File: src/rtl/sevseg_pkg.sv
// Shared types and constants for the seven-segment scan driver.
// Optional feature macro: SEVSEG_DIMMING_EN (adds PWM brightness control).
package sevseg_pkg;

    typedef logic [2:0] digit_idx_t;

    typedef enum logic [1:0] {
        S_IDLE,
        S_GUARD,
        S_ON
    } scan_state_e;

    // All segments off (active-low pins)
    localparam logic [6:0] SEG_BLANK = 7'h7F;

    // Hex glyphs, {a,b,c,d,e,f,g} in [6:0], active-low
    localparam logic [6:0] SEG_TABLE [16] = '{
        7'b0000001, // 0
        7'b1001111, // 1
        7'b0010010, // 2
        7'b0000110, // 3
        7'b1001100, // 4
        7'b0100100, // 5
        7'b0100000, // 6
        7'b0001111, // 7
        7'b0000000, // 8
        7'b0000100, // 9
        7'b0001000, // A
        7'b1100000, // b
        7'b0110001, // C
        7'b1000010, // d
        7'b0110000, // E
        7'b0111000  // F
    };

endpackage

File: src/rtl/sevseg_scan_driver_decode.sv
// Combinational hex nibble to seven-segment glyph lookup.
module sevseg_decode
    import sevseg_pkg::*;
(
    input  logic [3:0] nib,
    output logic [6:0] seg_c
);

    assign seg_c = SEG_TABLE[nib];

endmodule

File: src/rtl/sevseg_scan_driver.sv
// Eight-digit time-multiplexed seven-segment scan driver with snapshot,
// guard interval, leading-zero blanking, decimal points and frame strobe.
// Optional feature macro: SEVSEG_DIMMING_EN (brightness PWM within S_ON).
module sevseg_scan_driver
    import sevseg_pkg::*;
#(
    parameter int unsigned CLK_DIV = 50000,
    parameter int unsigned GUARD   = 4
) (
    input  logic        clk,
    input  logic        Rst,
    input  logic [31:0] disp_val,
    input  logic        disp_load,
    input  logic        blank_lz,
    input  logic [7:0]  dp_mask,
`ifdef SEVSEG_DIMMING_EN
    input  logic [3:0]  brightness,
`endif
    output logic [7:0]  an,
    output logic [6:0]  sev_out,
    output logic        dp,
    output logic        frame_tick
);

    localparam int unsigned   PW      = $clog2(CLK_DIV);
    localparam logic [PW-1:0] LAST    = PW'(CLK_DIV - 1);
    localparam logic [PW-1:0] GUARD_P = PW'(GUARD);

    scan_state_e   state_q, state_d;
    logic [PW-1:0] presc_q, presc_d;
    digit_idx_t    idx_q, idx_d;
    logic [31:0]   snap_q, snap_d;
    logic [7:0]    an_q, an_d;
    logic [6:0]    sev_q, sev_d;
    logic          dp_q, dp_d;
    logic          tick_q, tick_d;
    logic          slot_start;
    logic [3:0]    nib;
    logic [6:0]    seg_c;
    logic [31:0]   upper;
    logic          lz_blank;
`ifdef SEVSEG_DIMMING_EN
    logic [3:0]    bright_q, bright_d;
`endif

    // Slot sequencing: prescaler, digit index, guard/on phase and frame strobe
    always_comb begin
        state_d    = state_q;
        presc_d    = presc_q;
        idx_d      = idx_q;
        slot_start = 1'b0;
        tick_d     = 1'b0;
        case (state_q)
            S_IDLE: begin
                state_d    = S_GUARD;
                slot_start = 1'b1;
            end
            default: begin
                if (presc_q == LAST) begin
                    presc_d    = '0;
                    idx_d      = idx_q + 3'd1;
                    state_d    = S_GUARD;
                    slot_start = 1'b1;
                    tick_d     = (idx_q == 3'd7);
                end else begin
                    presc_d = presc_q + PW'(1);
                    state_d = (presc_d >= GUARD_P) ? S_ON : S_GUARD;
                end
            end
        endcase
    end

    // Nibble and blanking for the digit of the slot being entered
    assign nib      = snap_q[{idx_d, 2'b00} +: 4];
    assign upper    = snap_q >> {idx_d, 2'b00};
    assign lz_blank = blank_lz && (idx_d != 3'd0) && (upper == 32'd0);

    sevseg_decode u_decode (
        .nib   (nib),
        .seg_c (seg_c)
    );

    // Snapshot capture, slot-start glyph latch and anode drive
    always_comb begin
        snap_d = disp_load ? disp_val : snap_q;
        sev_d  = sev_q;
        dp_d   = dp_q;
`ifdef SEVSEG_DIMMING_EN
        bright_d = bright_q;
`endif
        if (slot_start) begin
            sev_d = lz_blank ? SEG_BLANK : seg_c;
            dp_d  = ~dp_mask[idx_d];
`ifdef SEVSEG_DIMMING_EN
            bright_d = brightness;
`endif
        end
        an_d = 8'hFF;
        if (state_d == S_ON) begin
`ifdef SEVSEG_DIMMING_EN
            if (presc_d[3:0] < bright_q) begin
                an_d = ~(8'h01 << idx_d);
            end
`else
            an_d = ~(8'h01 << idx_d);
`endif
        end
    end

    // State and output registers
    always_ff @(posedge clk or posedge Rst) begin
        if (Rst) begin
            state_q  <= S_IDLE;
            presc_q  <= '0;
            idx_q    <= '0;
            snap_q   <= '0;
            an_q     <= 8'hFF;
            sev_q    <= SEG_BLANK;
            dp_q     <= 1'b1;
            tick_q   <= 1'b0;
`ifdef SEVSEG_DIMMING_EN
            bright_q <= '0;
`endif
        end else begin
            state_q  <= state_d;
            presc_q  <= presc_d;
            idx_q    <= idx_d;
            snap_q   <= snap_d;
            an_q     <= an_d;
            sev_q    <= sev_d;
            dp_q     <= dp_d;
            tick_q   <= tick_d;
`ifdef SEVSEG_DIMMING_EN
            bright_q <= bright_d;
`endif
        end
    end

    assign an         = an_q;
    assign sev_out    = sev_q;
    assign dp         = dp_q;
    assign frame_tick = tick_q;

endmodule

File: config.mk
export PLATFORM = sky130hd
export DESIGN_NAME = sevseg_scan_driver
export DESIGN_NICKNAME = d
export VERILOG_FILES = /design/src/rtl/sevseg_pkg.sv /design/src/rtl/sevseg_scan_driver_decode.sv /design/src/rtl/sevseg_scan_driver.sv
export SDC_FILE = /design/constraint.sdc
export NUM_CORES = 1
export LEC_CHECK = 0
export CAP_MARGIN = 20
export CORE_ASPECT_RATIO = 0.75
export CORE_UTILIZATION = 40
export CTS_CLUSTER_DIAMETER = 60
export CTS_CLUSTER_SIZE = 16
export DETAILED_ROUTE_END_ITERATION = 8
export DONT_BUFFER_PORTS = 1
export SYNTH_ARGS = -nofsm -noshare
export SYNTH_HDL_FRONTEND = slang
export SYNTH_SLANG_ARGS = --single-unit
File: constraint.sdc
create_clock -name clk -period 6.25 [get_ports clk]
set_input_delay 0.9375 -clock clk [delete_from_list [all_inputs] [get_ports clk]]
set_output_delay 0.9375 -clock clk [all_outputs]
set_load 0.005 [all_outputs]
# After elaboration in Yosys (flattened, before gate mapping)

Memory sizes are Yosys's and may differ from the RTL's.
Index checks and enable logic that the tools add are counted.

Add/subtract/negate cells: 2
Eq/ne operators: 3
Reductions and logical operators: 5
Shifts and indexed selects: 3
Bitwise gates (word level): 3
Muxes and demuxes: 16
Magnitude comparators: 3

Operator list:

| kind                    | count |
|---|---|
| $logic_not A32 Y1       | 1 |
| $shiftx A32 B6 Y4       | 1 |
| $shr A32 B5 Y32         | 1 |
| $mux W7                 | 3 |
| $add A16 B1 Y16 const B | 1 |
| $eq A16 B16 Y1 const B  | 1 |
| $ge A16 B3 Y1 const B   | 1 |
| $mux W16                | 1 |
| $mux W8                 | 1 |
| $not A8 Y8              | 1 |
| $shl A1 B3 Y8 const A   | 1 |
| $mux W2                 | 3 |
| $mux W3                 | 2 |
| $ge A5 B5 Y1 const B    | 1 |
| $mux W1                 | 5 |
| $not A4 Y5              | 1 |
| $lt A3 B4 Y1 const B    | 1 |
| $add A3 B1 Y3 const B   | 1 |
| $bmux W1 S3             | 1 |
| $eq A3 B3 Y1 const B    | 1 |
| $reduce_bool A3 Y1      | 1 |
| $eq A2 B2 Y1 const B    | 1 |
| $logic_and A1 B1 Y1     | 2 |
| $logic_not A2 Y1        | 1 |
| $not A1 Y1              | 1 |

Register bits after elaboration: 70
Memories: 1
ROM bits: 112

Memories:

| name            | depth | bits a word | rd ports | clocked after memory_dff | write ports | line                           | text |
|---|---|---|---|---|---|---|---|
| (no name shown) | 16    | 7           | 1        | 0                        | 0           | sevseg_scan_driver_decode.sv:9 | `assign seg_c = SEG_TABLE[nib];` |

# Depth between registers and ports, before layout

Gate-level depths: netlist of run 1.

Depth in word-level cells: 9
Depth in mapped cells: 15
Mapped depth without buffers: 14

# Modules after synthesis

A second synthesis of run 1 with hierarchy kept.

Cell total of the unflattened synthesis: 442
Area, all modules: 4474.3 um^2

Modules (own cells, without submodules):

| module             | cells each | area each (um^2) | sequential area each (um^2) | times used |
|---|---|---|---|---|
| sevseg_scan_driver | 411        | 4211.5           | 1771.7                      | 1 |
| sevseg_decode      | 31         | 262.8            | 0.0                         | 1 |

# Worst setup path after synthesis of run 1

No wires, ideal clock.

Path kind: reg2reg
From: register presc_q[0]
To: register sev_q[0] (netlist: sev_out[0])
Path slack: 3.128 ns
Stages on the path, launching flop included: 14
Arrival time: 3.060 ns
Data required time: 6.188 ns
Setup time: 0.062 ns
Cells stage by stage: dfrtp_1 ha_1 and3_4 o21ai_2 buf_6 or4_4 a21o_1 o2111a_1 nor2_4 ha_1 o2111ai_1 o31ai_1 o31a_4 o32a_1

Word-level cells in the longest chain between the ends: 9

Ends and longest elaborated chain:

| what                                       | line                           | text |
|---|---|---|
| start, declared                            | sevseg_scan_driver.sv:30       | `logic [PW-1:0] presc_q, presc_d;` |
| start signal, assigned                     | sevseg_scan_driver.sv:126      | `presc_q <= presc_d;` |
| $eq A16 B16 Y1 *                           | sevseg_scan_driver.sv:59       | `if (presc_q == LAST) begin` |
| $mux W3                                    | sevseg_scan_driver.sv:59       |  |
| $mux W3                                    | sevseg_scan_driver.sv:53       | `case (state_q)` |
| $shiftx A32 B6 Y4                          | sevseg_scan_driver.sv:74       | `assign nib = snap_q[{idx_d, 2'b00} +: 4];` |
| $not A4 Y5 (implied by the code)           | sevseg_scan_driver_decode.sv:9 |  |
| $mem_v2 Z16 W7                             | n/a                            |  |
| $mux W7 (implied by the code) (2 in a row) | sevseg_scan_driver_decode.sv:9 |  |
| $mux W7                                    | sevseg_scan_driver.sv:92       | `sev_d = lz_blank ? SEG_BLANK : seg_c;` |
| end signal, assigned                       | sevseg_scan_driver.sv:130      | `sev_q <= sev_d;` |
| end, declared                              | sevseg_scan_driver.sv:34       | `logic [6:0] sev_q, sev_d;` |

Mark *: on every way between the ends. The rest lies on a longest branch, timed or not. The select of a mux whose other input is x is not followed.
A chain may end at the register's enable or synchronous reset.

# Worst setup path after layout of run 1

From: register presc_q[0]
To: register sev_q[0] (netlist: sev_out[0])

Word-level cells in the longest chain between the ends: 9

Ends and longest elaborated chain:

| what                                       | line                           | text |
|---|---|---|
| $eq A16 B16 Y1 *                           | sevseg_scan_driver.sv:59       |  |
| $mux W3 *                                  | sevseg_scan_driver.sv:59       |  |
| $mux W3 *                                  | sevseg_scan_driver.sv:53       |  |
| net idx_d[1]                               | sevseg_scan_driver.sv:31       | `digit_idx_t idx_q, idx_d;` |
| $shiftx A32 B6 Y4                          | sevseg_scan_driver.sv:74       |  |
| $not A4 Y5 (implied by the code)           | sevseg_scan_driver_decode.sv:9 |  |
| $mem_v2 Z16 W7                             | n/a                            |  |
| $mux W7 (implied by the code) (2 in a row) | sevseg_scan_driver_decode.sv:9 |  |
| $mux W7 *                                  | sevseg_scan_driver.sv:92       |  |

Mark *: on every way through the listed nets, which the timed path passes. The rest lies on a longest branch. The select of a mux whose other input is x is not followed.

==> metrics.csv, run 1 <==
metric;value;unit
max_freq;245;MHz
insertion_delay;0.34;ns
finalCritPeriodShare;0.654;
cts_buffer_depth;2;
hpwl;8.35;mm
start_util;0.414;
cts.sinks;70;
use_met1;0.295;
finalHoldViolCount;0;
slew_viol_final;0;
synth_most_common_cell;dfrtp_1;
viasPerCell;6.13;
rows;33;
use_met2;0.284;
area_growth;7.89;%
globalRouteTotalUtil;0.202;
worstSetupStartpointType;flop;
cts-root-buf;clkbuf_16;
io_pins;61;
die_h;94.6;um
avgSynthCellArea;9.93;um^2
async_reset_ff_frac;1.00;
dieArea;0.0119;mm^2
crit_path_max_fanout;14;
maxCapViolations;0;
place_congestion;0.914;
yosys-top-cells-area;dfrtp_1 (30%), mux2_2 (10%), dfstp_2 (9.2%), mux2i_1 (4.2%), nand2_1 (3.7%);
drive_gt1_frac;0.253;
required;6.53;ns
worst_setup_path_end_kind;flop;
syn_nets;514;
cts_resized;0;
grt_pass1_wl;18.3;mm
wl_per_cell;19.2;um
reg2reg_from;presc_q[0];
grt_start_max_net_pins;71;
yosys_warnings;0;
fin_tns_setup;0;ns
hold_buffers;0;
core;0.0110;mm^2
cts_buffers;9;
yosys-top-cells-count;dfrtp_1 (54), nand2_1 (45), mux2_2 (42);
synthFlopType;dfrtp_1;
cp-endpoint;sev_out[0];
cts_tree;yes;
fin_crit;4.09;ns
syn-cell-area;0.00457;mm^2
synth_edf_count;0;
htree_levels;3;
ff2ff_setup_slack;2.16;ns
port_buffers;0;
p_leak;1.90;nW
worstMarginPinSlew;0.894;ns
synth_seq_cells;70;
use_met3;0.0646;
critical_path.startpoint;presc_q[0];
cts_setup_buffers;0;
syn_inst;460;
drc;5;
violations;DRC;
antenna_cells;0;
hp-class;flop to flop;
finalWirelength;11.3;mm
first_iter_violations;378;
nFillCells;1038;
synth_top_cell_by_area;dfrtp_1;
gr-total-overflow;0;
peakVddDrop;0.185;mV
antenna_found_initial;0;
critPathKind;flop to flop;
fin_nets;501;
busiest_layer;met1;
reg2regPathDepth;14;
detail-route-antenna-nets;0;
first_global_vias;3312;
ys_seq_area_frac;0.388;
powerDensity;233;mW/mm^2
rsz0062_at_grt;false;
via_count;3625;
status;finished, violations left;
finalClockSkew;0.00676;ns
post-route-util;0.447;
finalSetupViolations;0;
worstPathArrival;4.36;ns
synth_top_area_frac;0.296;
die_w;125;um
dr.pass1.iters;7;
path_clk_slew;0.06;ns
r2r_end;sev_out[0];
yosysUniqueCellTypes;75;
slew-limit-headroom;0.402;
-- critical path, stage by stage (launching register included) --
cell       delay (ns)
dfrtp_1          0.48
ha_1             0.30
nand3_2          0.19
nor2_1           0.73
nand2_4          0.28
a21oi_2          0.33
inv_2            0.10
mux2i_1          0.14
mux2_2           0.34
inv_1            0.12
ha_1             0.18
o2111ai_1        0.10
o31ai_1          0.32
o31a_4           0.25
o32a_1           0.16
-- layout make-up --
type / instances / area [um^2] / area share
clock inverter: 6 / 87.6 / 0.0178
clock buffer: 9 / 225 / 0.0457
inverter: 14 / 52.6 / 0.0107
multi-input combinational: 347 / 2580 / 0.523
sequential: 70 / 1770 / 0.359
tap: 140 / 175 / 0.0355
timing repair buffer: 5 / 37.5 / 0.00761
-- power by group --
part           internal, mW  switching (mW)  leakage, nW
logic                0.0508          0.0522        0.921
clock network         0.346           0.189        0.145
registers             0.481          0.0305        0.835
total                 0.878           0.271         1.90
-- routing by layer --
layer	wire (um)	part of all wire
met5	0	0
met2	4580	0.40
met3	984	0.087
met1	5660	0.50
met4	122	0.011
-- through the flow --
stage	total power, mW	worst slack (ns)	hold WS, ns	instance area, um^2	instances
2_1_floorplan	0.592	3.13	0.490	4570	460
3_3_place_gp	0.619	2.51	0.515	4620	576
3_5_place_dp	0.621	2.31	0.514	4620	576
4_1_cts	1.16	2.27	0.523	4930	591
5_1_grt	1.20	1.93	0.533	4930	591
6_report	1.15	2.16	0.520	4930	591
-- worst min path at each step --
stage                     startpoint          to  slack (ns)  depth (start not counted)
after floorplan                   dp          dp        0.49                          2
final                             dp          dp        0.52                          2
after global placement    sev_out[4]  sev_out[4]        0.51                          1
after detailed placement          dp          dp        0.51                          2
after global routing              dp          dp        0.53                          2
after CTS                         dp          dp        0.52                          2
-- cells by family after synthesis --
kind of cell    after synthesis  synth area share
compound gates              107             0.166
xor+xnor                      4           0.00767
fa+ha+maj                    10            0.0274
buf+inv                      43            0.0476
flops                        70             0.388
mux                          66             0.170
simple gates                160             0.194
-- sequential cells by signal, indices dropped and copies added (netlist names) --
register / count
an: 8
frame_tick: 1
presc_q: 16
idx_q: 3
sev_out: 7
dp: 1
snap_q: 32
state_q: 2
-- layout by cell type, fill, tap and decap left out, drive strengths merged, types with 14 or more instances in the layout --
cell type	instances
dfrtp	54
nand2	48
mux2	42
o21ai	28
nor2	27
mux2i	20
nand3	17
dfstp	16
nor3	16
inv	14
a21oi	14
Note: power is estimated with default switching activity, not from simulation.
==> inputs of run 2 (changes only) <==
Settings changed: ABC_AREA set to 1.
Clock period 6.25 ns to 3.9 ns, I/O delays scaled along.
==> run 2 against run 1 <==
Effect of this change:
- the run now ends clean
- die area decreased by 8.9%
- sequential cell count is the same
- wire length down 17%
- clock power up 53%
- synthesized area decreased by 9.0%
- cell count increased by 11%
- worst hold slack worse by 0.32 ns
- sequential power up 56%
- sequential share of layout area is 3.2 points higher
- combinational power is 52% higher
- global-route usage fell by 0.98 points
- largest cell class unchanged
==> metrics.csv, run 2 <==
metric;value;unit;change
hp-class;input pin to asynchronous set/reset pin;;was flop to flop
top_register;snap_q;;unchanged
insertion_delay;0.34;ns;about the same
area_growth;8.91;%;was 7.89%
antenna_cells;0;;unchanged
rsz0062_at_grt;false;;unchanged
path_clk_slew;0.06;ns;about the same
htree_levels;3;;unchanged
maxCapViolations;0;;unchanged
synthFlopType;dfrtp_1;;unchanged
place_congestion;0.935;;was 0.914
slew_viol_final;0;;unchanged
post-route-util;0.458;;was 0.447
first_iter_violations;182;;was 378
grt_pass1_wl;16.2;mm;was 18.3 mm
place_area;0.00423;mm^2;was 0.00462 mm^2
gr-total-overflow;0;;unchanged
async_reset_ff_frac;1.00;;unchanged
holdWs;0.196;ns;was 0.520 ns
peakVddDrop;0.187;mV;was 0.185 mV
detail-route-antenna-nets;0;;unchanged
p_leak;2.14;nW;was 1.90 nW
port_buffers;0;;unchanged
worstMarginPinSlew;0.799;ns;was 0.894 ns
yosysUniqueCellTypes;40;;was 75
syn_nets;581;;was 514
yosys-top-cells-count;nand2_1 (153), dfrtp_1 (54), inv_1 (51);;was dfrtp_1 (54), nand2_1 (45), mux2_2 (42)
die_h;90.3;um;was 94.6 um
layout_common_cells;nand2_1 (153), dfrtp_1 (54), inv_1 (50);;was dfrtp_1 (54), nand2_1 (45), mux2_2 (42)
largest_reg_flops;32;;unchanged
hpwl;7.14;mm;was 8.35 mm
synth_most_common_cell;nand2_1;;was dfrtp_1
die_w;120;um;was 125 um
finalClockSkew;0.00737;ns;was 0.00676 ns
slew-limit-headroom;0.467;;was 0.402
layout_commonest_cell;nand2_1;;was dfrtp_1
cts-root-buf;clkbuf_16;;unchanged
cts_buffers;9;;unchanged
finalCritPeriodShare;0.793;;was 0.654
finalWirelength;9.44;mm;was 11.3 mm
yosys_warnings;0;;unchanged
fin_nets;575;;was 501
dieArea;0.0108;mm^2;was 0.0119 mm^2
start_util;0.420;;was 0.414
hold_buffers;0;;unchanged
final_area;0.00453;mm^2;was 0.00493 mm^2
wl_per_cell;14.3;um;was 19.2 um
via_count;3334;;was 3,625
cts_setup_buffers;0;;unchanged
syn_inst;527;;was 460
sw_frac_of_total;0.246;;was 0.236
worstSetupStartpointType;flop;;unchanged
antenna_found_initial;0;;unchanged
switchingPower;0.437;mW;was 0.271 mW
syn-cell-area;0.00416;mm^2;was 0.00457 mm^2
drc;0;;was 5
critPathKind;flop to flop;;unchanged
cts_tree;yes;;unchanged
finalHoldViolCount;0;;unchanged
ys_seq_area_frac;0.426;;was 0.388
worstPathArrival;3.35;ns;was 4.36 ns
worst_setup_path_end_kind;flop;;unchanged
core;0.00989;mm^2;was 0.0110 mm^2
synth_top_area_frac;0.325;;was 0.296
rows;31;;was 33
globalRouteTotalUtil;0.192;;was 0.202
cts_buffer_depth;2;;unchanged
cts.sinks;70;;unchanged
status;completed;;was finished, violations left
internal_power;1.34;mW;was 0.878 mW
fin_tns_setup;0;ns;unchanged
combPwrFrac;0.088;;was 0.090
first_global_vias;3381;;was 3,312
yosys-top-cells-area;dfrtp_1 (33%), nand2_1 (14%), dfstp_2 (10%), o21ai_0 (4.7%), inv_1 (4.6%);;was dfrtp_1 (30%), mux2_2 (10%), dfstp_2 (9.2%), mux2i_1 (4.2%), nand2_1 (3.7%)
synth_edf_count;0;;unchanged
viasPerCell;5.07;;was 6.13
max_freq;323;MHz;was 245 MHz
io_pins;61;;unchanged
avgSynthCellArea;7.89;um^2;was 9.93 um^2
dr.pass1.iters;5;;was 7
totalPowerFinal;1.77;mW;was 1.15 mW
power_frac_seq;0.451;;was 0.445
clockPowerShare;0.461;;was 0.465
drive_gt1_frac;0.156;;was 0.253
cts_resized;0;;unchanged
powerDensity;392;mW/mm^2;was 233 mW/mm^2
finalSetupViolations;0;;unchanged
required;4.16;ns;was 6.53 ns
synth_seq_cells;70;;unchanged
grt_start_max_net_pins;57;;was 71
fin_crit;3.09;ns;was 4.09 ns
synth_top_cell_by_area;dfrtp_1;;unchanged
crit_path_max_fanout;15;;was 14
## run 2: area by class of cell
type                    count  area (um^2)
fillers                   994         5360
inverters                  54          203
well taps                 132          165
repair buffers              2         15.0
clock inverters             6         61.3
multi-input cells         384         2070
clock buffers              10          239
flip-flops and latches     70         1770
## run 2: kinds of logic after synthesis
| group | count (synthesis) | share of synthesized area |
|---|---|---|
| AND/OR/NAND/NOR | 287 | 0.334 |
| buffers and inverters | 73 | 0.0753 |
| flip-flops | 70 | 0.426 |
| AO/OA/AOI/OAI | 68 | 0.0900 |
| XOR/XNOR | 11 | 0.0232 |
| adder cells (fa/ha/maj) | 10 | 0.0301 |
| multiplexers | 8 | 0.0217 |
## run 2: through the flow
step / cells / setup WS [ns]
final: 658 / 0.807
after global routing: 658 / 0.458
after CTS: 658 / 0.812
after detailed placement: 642 / 0.829
after global placement: 642 / 0.939
after floorplan: 527 / 1.33
## run 2: final timing paths
| check | startpoint | endpoint | slack (ns) | depth (start not counted) |
|---|---|---|---|---|
| hold reg to reg | sev_out[3] | sev_out[3] | 0.49 | 2 |
| setup / recovery | state_q[1] | sev_out[3] | 0.81 | 15 |
| min in group clk | disp_load | snap_q[19] | 0.36 | 1 |
| max in group asynchronous | Rst | an[0] | 2.73 | 2 |
| hold / removal | Rst | snap_q[29] | 0.20 | 1 |
| setup reg to reg | state_q[1] | sev_out[3] | 0.81 | 15 |
## run 2: per-layer routing
layer  GRT usage  up-vias  part of all wire
li1            -     1685                 -
met1       0.268     1545              0.50
met2       0.276       89              0.41
met3      0.0638       15             0.066
met4      0.0667        0             0.015
met5           0        -                 0
## run 2: critical path: stages, from the launching register on
cell	delay, ns
dfrtp_1	0.32
or2_0	0.62
nand3_4	0.20
or2_1	0.27
o21ai_2	0.22
inv_2	0.25
nand2_1	0.12
nand2_1	0.16
ha_1	0.27
o211a_1	0.11
nand3_1	0.09
nor2_2	0.04
nand2_2	0.12
nand2_1	0.07
nand2_1	0.06
nand2_1	0.07
## run 2: power groups by stage
stage / registers (mW) / clock network [mW] / logic, mW
final: 0.800 / 0.817 / 0.157
after global routing: 0.804 / 0.867 / 0.183
after global placement: 0.810 / 0 / 0.154
after detailed placement: 0.812 / 0 / 0.156
after floorplan: 0.802 / 0 / 0.130
after CTS: 0.800 / 0.840 / 0.158
